## src/rtl/ifu_fetch.sv

```systemverilog
`default_nettype none
// ============================================================================
// Module   : ifu_fetch
// Purpose  : PC register and one-entry instruction buffer placed between the
//            icache and decode; applies redirects to the fetch stream.
// Revision : 1.0 - initial release
// ============================================================================
module ifu_fetch #(
  parameter logic [31:0] RESET_PC = 32'h8000_0000
) (
  input  logic        clk,
  input  logic        rst,
  output logic [31:0] araddr,
  input  logic [63:0] rdata,
  input  logic        inst_update,
  output logic        mem_finish,
  output logic        out_valid,
  input  logic        out_ready,
  output logic [31:0] out_inst,
  output logic [31:0] out_pc,
  input  logic        redirect_valid,
  input  logic [31:0] redirect_pc
);

  logic [31:0] pc;
  logic        redir_pend;
  logic [31:0] redir_target;

  logic        discard;
  logic        accept;
  logic        load;
  logic [31:0] redirect_aligned;
  logic [31:0] sel_inst;

  // The icache indexes its refill with araddr, so it must come straight from
  // the PC register and never from an input.
  assign araddr           = pc;
  assign redirect_aligned = {redirect_pc[31:2], 2'b00};
  assign discard          = redirect_valid | redir_pend;
  assign accept           = inst_update & (discard | ~out_valid | out_ready);
  assign load             = accept & ~discard;
  assign mem_finish       = accept & ~rst;
  assign sel_inst         = pc[2] ? rdata[63:32] : rdata[31:0];

  always_ff @(posedge clk) begin
    if (rst) begin
      pc           <= RESET_PC;
      redir_pend   <= 1'b0;
      redir_target <= 32'h0;
      out_valid    <= 1'b0;
      out_inst     <= 32'h0;
      out_pc       <= 32'h0;
    end else begin
      if (accept) begin
        if (discard) begin
          pc         <= redirect_valid ? redirect_aligned : redir_target;
          redir_pend <= 1'b0;
        end else begin
          pc <= pc + 32'd4;
        end
      end else if (redirect_valid) begin
        // Fetch in flight: remember where to go once the icache finishes.
        redir_pend   <= 1'b1;
        redir_target <= redirect_aligned;
      end

      if (load) begin
        out_inst <= sel_inst;
        out_pc   <= pc;
      end

      // A redirect kills the buffer even if decode handshakes this cycle.
      if (redirect_valid) begin
        out_valid <= 1'b0;
      end else if (load) begin
        out_valid <= 1'b1;
      end else if (out_ready) begin
        out_valid <= 1'b0;
      end
    end
  end

endmodule
`default_nettype wire
```

## config.mk

```make
export PLATFORM = sky130hd
export DESIGN_NAME = ifu_fetch
export DESIGN_NICKNAME = d
export VERILOG_FILES = /design/src/rtl/ifu_fetch.sv
export SDC_FILE = /design/constraint.sdc
export NUM_CORES = 1
export LEC_CHECK = 0
export BUFFER_PORTS_ARGS = -buffer_cell sky130_fd_sc_hd__buf_2
export CAP_MARGIN = 5
export CORE_MARGIN = 5
export CORE_UTILIZATION = 35
export CTS_CLUSTER_DIAMETER = 120
export DETAILED_ROUTE_END_ITERATION = 12
export MAX_ROUTING_LAYER = met4
export PLACE_DENSITY_LB_ADDON = 0.25
export SYNTH_ARGS = -nofsm -noshare
export SYNTH_HDL_FRONTEND = slang
export SYNTH_SLANG_ARGS = --single-unit
export TNS_END_PERCENT = 20
```

## constraint.sdc

```tcl
create_clock -name clk -period 4.5 [get_ports clk]
set_input_delay 0.9 -clock clk [delete_from_list [all_inputs] [get_ports clk]]
set_output_delay 0.9 -clock clk [all_outputs]
set_load 0.01 [all_outputs]
```

# [Word-level counts from Yosys, hierarchy flattened]
# Cells that the tools add are included.
[totals] regBits=130 latch_bits=0 ram_bits=0 rom_bits=0 output_inout_bits=98 wordCells=29 mem_count=0
[classes] addsub=1 mul=0 div=0 n_lt_le_gt_ge=0 eq_ne=1 shift=0 n_mux=8 bitwise_logic=9 n_reduce_logical=4
[ops] op="2-to-1 mux 32 bit" n=3
[ops] op="adder 32 x 3 -> 32 bit (second input constant)" n=1
[ops] op="2-to-1 mux 1 bit" n=5
[ops] op="nonzero test 2 bit" n=2
[ops] op="bitwise AND 1 bit" n=3
[ops] op="NOT 1 bit" n=3
[ops] op="OR 1 bit" n=3
[ops] op="!= test 2 bit (second input constant)" n=1
[ops] op="AND reduction 2 bit" n=1
[ops] op="OR reduction 2 bit" n=1

# [Logic depth before layout (Yosys ltp)]
[logic_depth] ltp_word=6 ltp_mapped=8

# [Worst setup path before layout]
# OpenSTA, ideal clock, no wires.
[synth_timing] kind="input-to-output" startpoint="in redirect_valid" endpoint="out mem_finish" arrival_time_ns=1.857 t_required_ns=3.600 setup_slack_ns=1.743 path_stages=5 path_buffers=1 path_cell_list="or4b_4 and2_4 buf_6 nand2_2 inv_2"
[synth_between] elab_chain_len=5
[synth_rtl] element="start: declaration" line="21" source="input logic redirect_valid,"
[synth_rtl] element="OR 1 bit" line="39" source="assign discard = redirect_valid | redir_pend;"
[synth_rtl] element="OR 1 bit (2 in series)" line="40" source="assign accept = inst_update & (discard | ~out_valid | out_ready);"
[synth_rtl] element="bitwise AND 1 bit" line="40"
[synth_rtl] element="bitwise AND 1 bit" line="42" source="assign mem_finish = accept & ~rst;"
[synth_rtl] element="end: declaration" line="16" source="output logic mem_finish,"
# Every way passes these cells.

# [Worst setup path in the final report]
# Same ends and word-level chain as after synthesis.

==> metrics.txt <==
# TYPE chip_impl_metric gauge
chip_impl_info{name="ys_top_cells_by_area",value="sky130_fd_sc_hd__dfxtp_1 (43%), sky130_fd_sc_hd__nand2_1 (9.2%), sky130_fd_sc_hd__mux2i_1 (8.0%)"} 1
chip_impl_metric{name="ff2ff_setup_slack",unit="ns"} 2.03
chip_impl_info{name="worst_path_most_repeated_cell",value="sky130_fd_sc_hd__buf_2"} 1
chip_impl_info{name="synth_top_family_by_area",value="simple AND/OR/NAND/NOR gates"} 1
chip_impl_metric{name="leak",unit="nW"} 3.23
chip_impl_metric{name="timing.setup.tns",unit="ns"} 0
chip_impl_metric{name="combPwrFrac",unit="%"} 11.2
chip_impl_metric{name="via_count",unit=""} 5904
chip_impl_metric{name="final_period_minus_worst_setup_slack",unit="ns"} 3.28
chip_impl_info{name="commonest_cells_after_routing_fill_and_taps_aside",value="sky130_fd_sc_hd__buf_2 (195), sky130_fd_sc_hd__nand2_1 (148), sky130_fd_sc_hd__dfxtp_1 (129)"} 1
chip_impl_info{name="critical-path-slowest-cell",value="sky130_fd_sc_hd__or4b_4"} 1
chip_impl_metric{name="synthesized_area",unit="µm²"} 6040
chip_impl_metric{name="via_per_inst",unit=""} 5.13
chip_impl_info{name="postSynth.topFlopCell",value="sky130_fd_sc_hd__dfxtp_1"} 1
chip_impl_info{name="setup.worst_path.end_class",value="output pin"} 1
chip_impl_metric{name="synth.avg_cell_area",unit="µm²"} 8.08
chip_impl_metric{name="power_switching",unit="mW"} 0.792
chip_impl_metric{name="power_report.internal_total",unit="mW"} 2.48
chip_impl_info{name="layout.cells.most_common",value="sky130_fd_sc_hd__buf_2"} 1
chip_impl_info{name="worstHoldPathType",value="reg2reg"} 1
chip_impl_metric{name="switching_part_of_the_total_power",unit="%"} 24.2
chip_impl_metric{name="finalSetupViolations",unit=""} 0
chip_impl_metric{name="design.portCount",unit=""} 199
chip_impl_metric{name="drc",unit=""} 0
chip_impl_metric{name="wl_per_cell",unit="µm"} 16.3
chip_impl_info{name="critPathKind",value="in2out"} 1
chip_impl_metric{name="post_cts_setup_buffer_count",unit=""} 0
chip_impl_metric{name="cts_inserted_buffers",unit=""} 17
chip_impl_metric{name="post-synth-top-area-fraction",unit="%"} 43.1
chip_impl_metric{name="reg2regPathDepth",unit=""} 6
chip_impl_metric{name="muxShareOfSynthArea",unit="%"} 8.14
chip_impl_metric{name="placed_area",unit="µm²"} 7130
chip_impl_info{name="tritoncts_clock_tree",value="yes"} 1
chip_impl_metric{name="dp_hpwl",unit="mm"} 13.4
chip_impl_metric{name="power.share.sequential",unit="%"} 38.4
chip_impl_metric{name="post_synth_and_or_nand_nor_area_fraction",unit="%"} 23.3
chip_impl_metric{name="irDropWorstVdd",unit="µV"} 272
chip_impl_metric{name="worst-path-buf-inv",unit=""} 3
chip_impl_metric{name="cap_violations",unit=""} 0
chip_impl_metric{name="first_pass_iters",unit=""} 6
chip_impl_metric{name="crit_required",unit="ns"} 3.60
chip_impl_metric{name="timing.max_slew.rel_slack",unit="%"} 39.3
chip_impl_metric{name="final_hold_fails",unit=""} 0
chip_impl_metric{name="area_delta_synth_final",unit="%"} 29.8
chip_impl_metric{name="n_fill_cell",unit=""} 1722
chip_impl_metric{name="global_route.usage.total",unit="%"} 18.8
chip_impl_metric{name="synth-async-reset-ratio",unit="%"} 0
chip_impl_info{name="grt_setup_unrepaired",value="no"} 1
chip_impl_metric{name="synthDistinctLibCells",unit=""} 63
chip_impl_metric{name="final_clock_period_utilization_by_the_worst_path",unit="%"} 72.9
chip_impl_metric{name="grt_pass1_wl",unit="mm"} 29.0
chip_impl_metric{name="worstPathArrival",unit="ns"} 2.38
chip_impl_metric{name="core-area",unit="µm²"} 17100
chip_impl_metric{name="floorplan.initialDensity",unit="%"} 35.3
chip_impl_metric{name="ys_seq_area_share",unit="%"} 43.1
chip_impl_metric{name="final-max-slew-violation-count",unit=""} 0
chip_impl_info{name="netlist.top_cell.by_area",value="sky130_fd_sc_hd__dfxtp_1"} 1
chip_impl_metric{name="grt_start_max_net_pins",unit=""} 72
chip_impl_metric{name="cts.hold.buffers_added",unit=""} 0
chip_impl_metric{name="cts_max_path_buffers",unit=""} 2
chip_impl_metric{name="fmaxAchievable",unit="MHz"} 305
chip_impl_metric{name="port-buffer-count",unit=""} 196
chip_impl_metric{name="totalWireLength",unit="mm"} 18.7
chip_impl_metric{name="final_layout_size_suffix_gt1_share",unit="%"} 28.0
chip_impl_metric{name="layout.cell_area.non_filler",unit="µm²"} 7840
chip_impl_metric{name="ff_latch_count_synth",unit=""} 130
chip_impl_info{name="crit_path_start_kind",value="input pin"} 1
chip_impl_metric{name="cts.htree.levels",unit=""} 4
chip_impl_metric{name="crit_fanout",unit=""} 21
chip_impl_info{name="cp_cell_sequence",value="buf_2, or4b_4, and2_4, nand2_2, inv_2, buf_2"} 1
chip_impl_metric{name="area_occupied_by_multi_input_gates",unit="µm²"} 3130
chip_impl_metric{name="critical_path_depth",unit=""} 6
chip_impl_metric{name="final-seq-area",unit="µm²"} 2600
chip_impl_metric{name="yosys_warnings",unit=""} 0
chip_impl_metric{name="drtAntennaViolNets",unit=""} 0
chip_impl_metric{name="syn-num-nets",unit=""} 849
chip_impl_info{name="cp_top_family",value="simple AND/OR/NAND/NOR gates"} 1
chip_impl_metric{name="clock_sinks",unit=""} 130
chip_impl_metric{name="whs_path_depth",unit=""} 2
chip_impl_metric{name="worst_clock_skew",unit="ns"} 0.00539
chip_impl_metric{name="die-area",unit="µm²"} 20000
chip_impl_metric{name="number_of_global_route_vias_before_repair",unit=""} 5388
chip_impl_metric{name="finalNetCount",unit=""} 1015
chip_impl_metric{name="chipWidth",unit="µm"} 141
chip_impl_metric{name="synth-xor-area-share",unit="%"} 0.290
chip_impl_metric{name="num_rows",unit=""} 48
chip_impl_metric{name="cts_repair_resize_count",unit=""} 0
chip_impl_metric{name="clock_latency_of_the_later_clocked_register_in_the_worst_skew_pair",unit="ns"} 0.42
chip_impl_metric{name="clk_pin_slew_worst_setup_hold_paths",unit="ns"} 0.06
chip_impl_metric{name="detail_route.iter0.violations",unit=""} 401
chip_impl_metric{name="num_antenna_cells",unit=""} 0
chip_impl_metric{name="dieHeight",unit="µm"} 141
chip_impl_info{name="cts.root.buffer_cell",value="sky130_fd_sc_hd__clkbuf_16"} 1
chip_impl_metric{name="grt-ovfl-total",unit=""} 0
chip_impl_metric{name="transition_time_at_the_pin_with_the_least_slew_margin",unit="ns"} 0.910
chip_impl_metric{name="critPathMaxStageDelay",unit="ns"} 0.59
chip_impl_metric{name="pwr_density_cell",unit="nW/µm²"} 418
chip_impl_metric{name="globalplace.congestion",unit=""} 0.852
chip_impl_metric{name="yosys.area_share.adder",unit="%"} 0.207
chip_impl_metric{name="antenna_found_initial",unit=""} 0
chip_impl_info{name="run_status",value="finished clean"} 1
chip_impl_metric{name="cell_count_after_synthesis",unit=""} 747
chip_impl_metric{name="pwr-share-clk",unit="%"} 50.4
chip_impl_metric{name="synth-edff-count",unit=""} 0
chip_impl_metric{name="synth_compound_gate_area_share",unit="%"} 19.8
-- synth_stat cells, types with 3 or more instances --
cell and instances:
sky130_fd_sc_hd__nand3_1 15, sky130_fd_sc_hd__inv_1 4, sky130_fd_sc_hd__a311oi_1 4, sky130_fd_sc_hd__and3_1 6, sky130_fd_sc_hd__nand2_1 148, sky130_fd_sc_hd__nor4_1 7
sky130_fd_sc_hd__a211oi_1 51, sky130_fd_sc_hd__nor2_1 72, sky130_fd_sc_hd__buf_2 22, sky130_fd_sc_hd__and2_1 4, sky130_fd_sc_hd__dfxtp_1 130, sky130_fd_sc_hd__mux2i_1 48
sky130_fd_sc_hd__o21ai_0 21, sky130_fd_sc_hd__clkbuf_1 28, sky130_fd_sc_hd__a31oi_1 3, sky130_fd_sc_hd__nor2b_1 3, sky130_fd_sc_hd__buf_6 3, sky130_fd_sc_hd__nand4_1 6
sky130_fd_sc_hd__nor3_1 19, sky130_fd_sc_hd__o211ai_1 5, sky130_fd_sc_hd__a21oi_1 79, sky130_fd_sc_hd__nand2b_1 5, sky130_fd_sc_hd__buf_4 3, sky130_fd_sc_hd__o311ai_0 3
sky130_fd_sc_hd__or4_1 3, sky130_fd_sc_hd__buf_1 5, sky130_fd_sc_hd__nor3b_1 4
-- flip-flops by register name, summed over array words and instances, names as in the netlist --
register / flops
redir_pend: 1
redir_target: 32
araddr: 32
out_pc: 32
out_inst: 32
out_valid: 1
-- routing by layer --
layer  global-route usage (%)  wire length (µm)  vias to the layer above
met1                     24.3              8280                     2716
met4                     5.05               199                        0
met2                     29.2              8930                      186
li1                         -                 -                     2988
met3                     4.85              1310                       14
met5                        -                 0                        -
-- through the flow --
step                      utilization, %  setup WS, ns  power [mW]  instances  hold WS [ns]
after floorplan                        -          1.74        1.50        747         0.432
after global placement              41.6          1.23        1.65       1119         0.440
after detailed placement            41.6          1.22        1.65       1119         0.444
after CTS                           45.8          1.21        3.31       1151         0.452
after global routing                45.8          1.16        3.40       1151         0.466
final                               45.8          1.22        3.28       1151         0.450
-- power groups by stage --
| stage | registers, mW | logic, mW | clock network, mW |
|---|---|---|---|
| 6_report | 1.26 | 0.365 | 1.65 |
| 5_1_grt | 1.27 | 0.405 | 1.73 |
| 4_1_cts | 1.26 | 0.371 | 1.68 |
| 3_5_place_dp | 1.28 | 0.369 | 0 |
| 3_3_place_gp | 1.28 | 0.367 | 0 |
| 2_1_floorplan | 1.29 | 0.209 | 0 |
-- path summary, 6_finish.rpt --
path,start,end
hold reg to reg,out_pc[5],out_pc[5]
setup / recovery,redirect_valid,mem_finish
hold / removal,out_pc[5],out_pc[5]
setup reg to reg,redir_pend,out_inst[0]
-- cell type report --
class,instances,share of cell area [%]
inverters,6,0.287
repair buffers,208,13.9
flip-flops and latches,130,33.2
clock buffers,19,5.78
multi-input cells,550,40.0
well taps,225,3.59
clock inverters,13,3.26
-- logic make-up after synthesis --
family | after synthesis
flops | 130
simple gates | 311
buf+inv | 67
fa+ha+maj | 1
compound gates | 187
xor+xnor | 2
mux | 49
-- worst min-delay path: cells and delay by family (launching register included) --
| kind | cells | cell delay, ns |
|---|---|---|
| flip-flops | 1 | 0.30 |
| AND/OR/NAND/NOR | 1 | 0.05 |
| AO/OA/AOI/OAI | 1 | 0.05 |
Power figures use the tool's default switching activity.
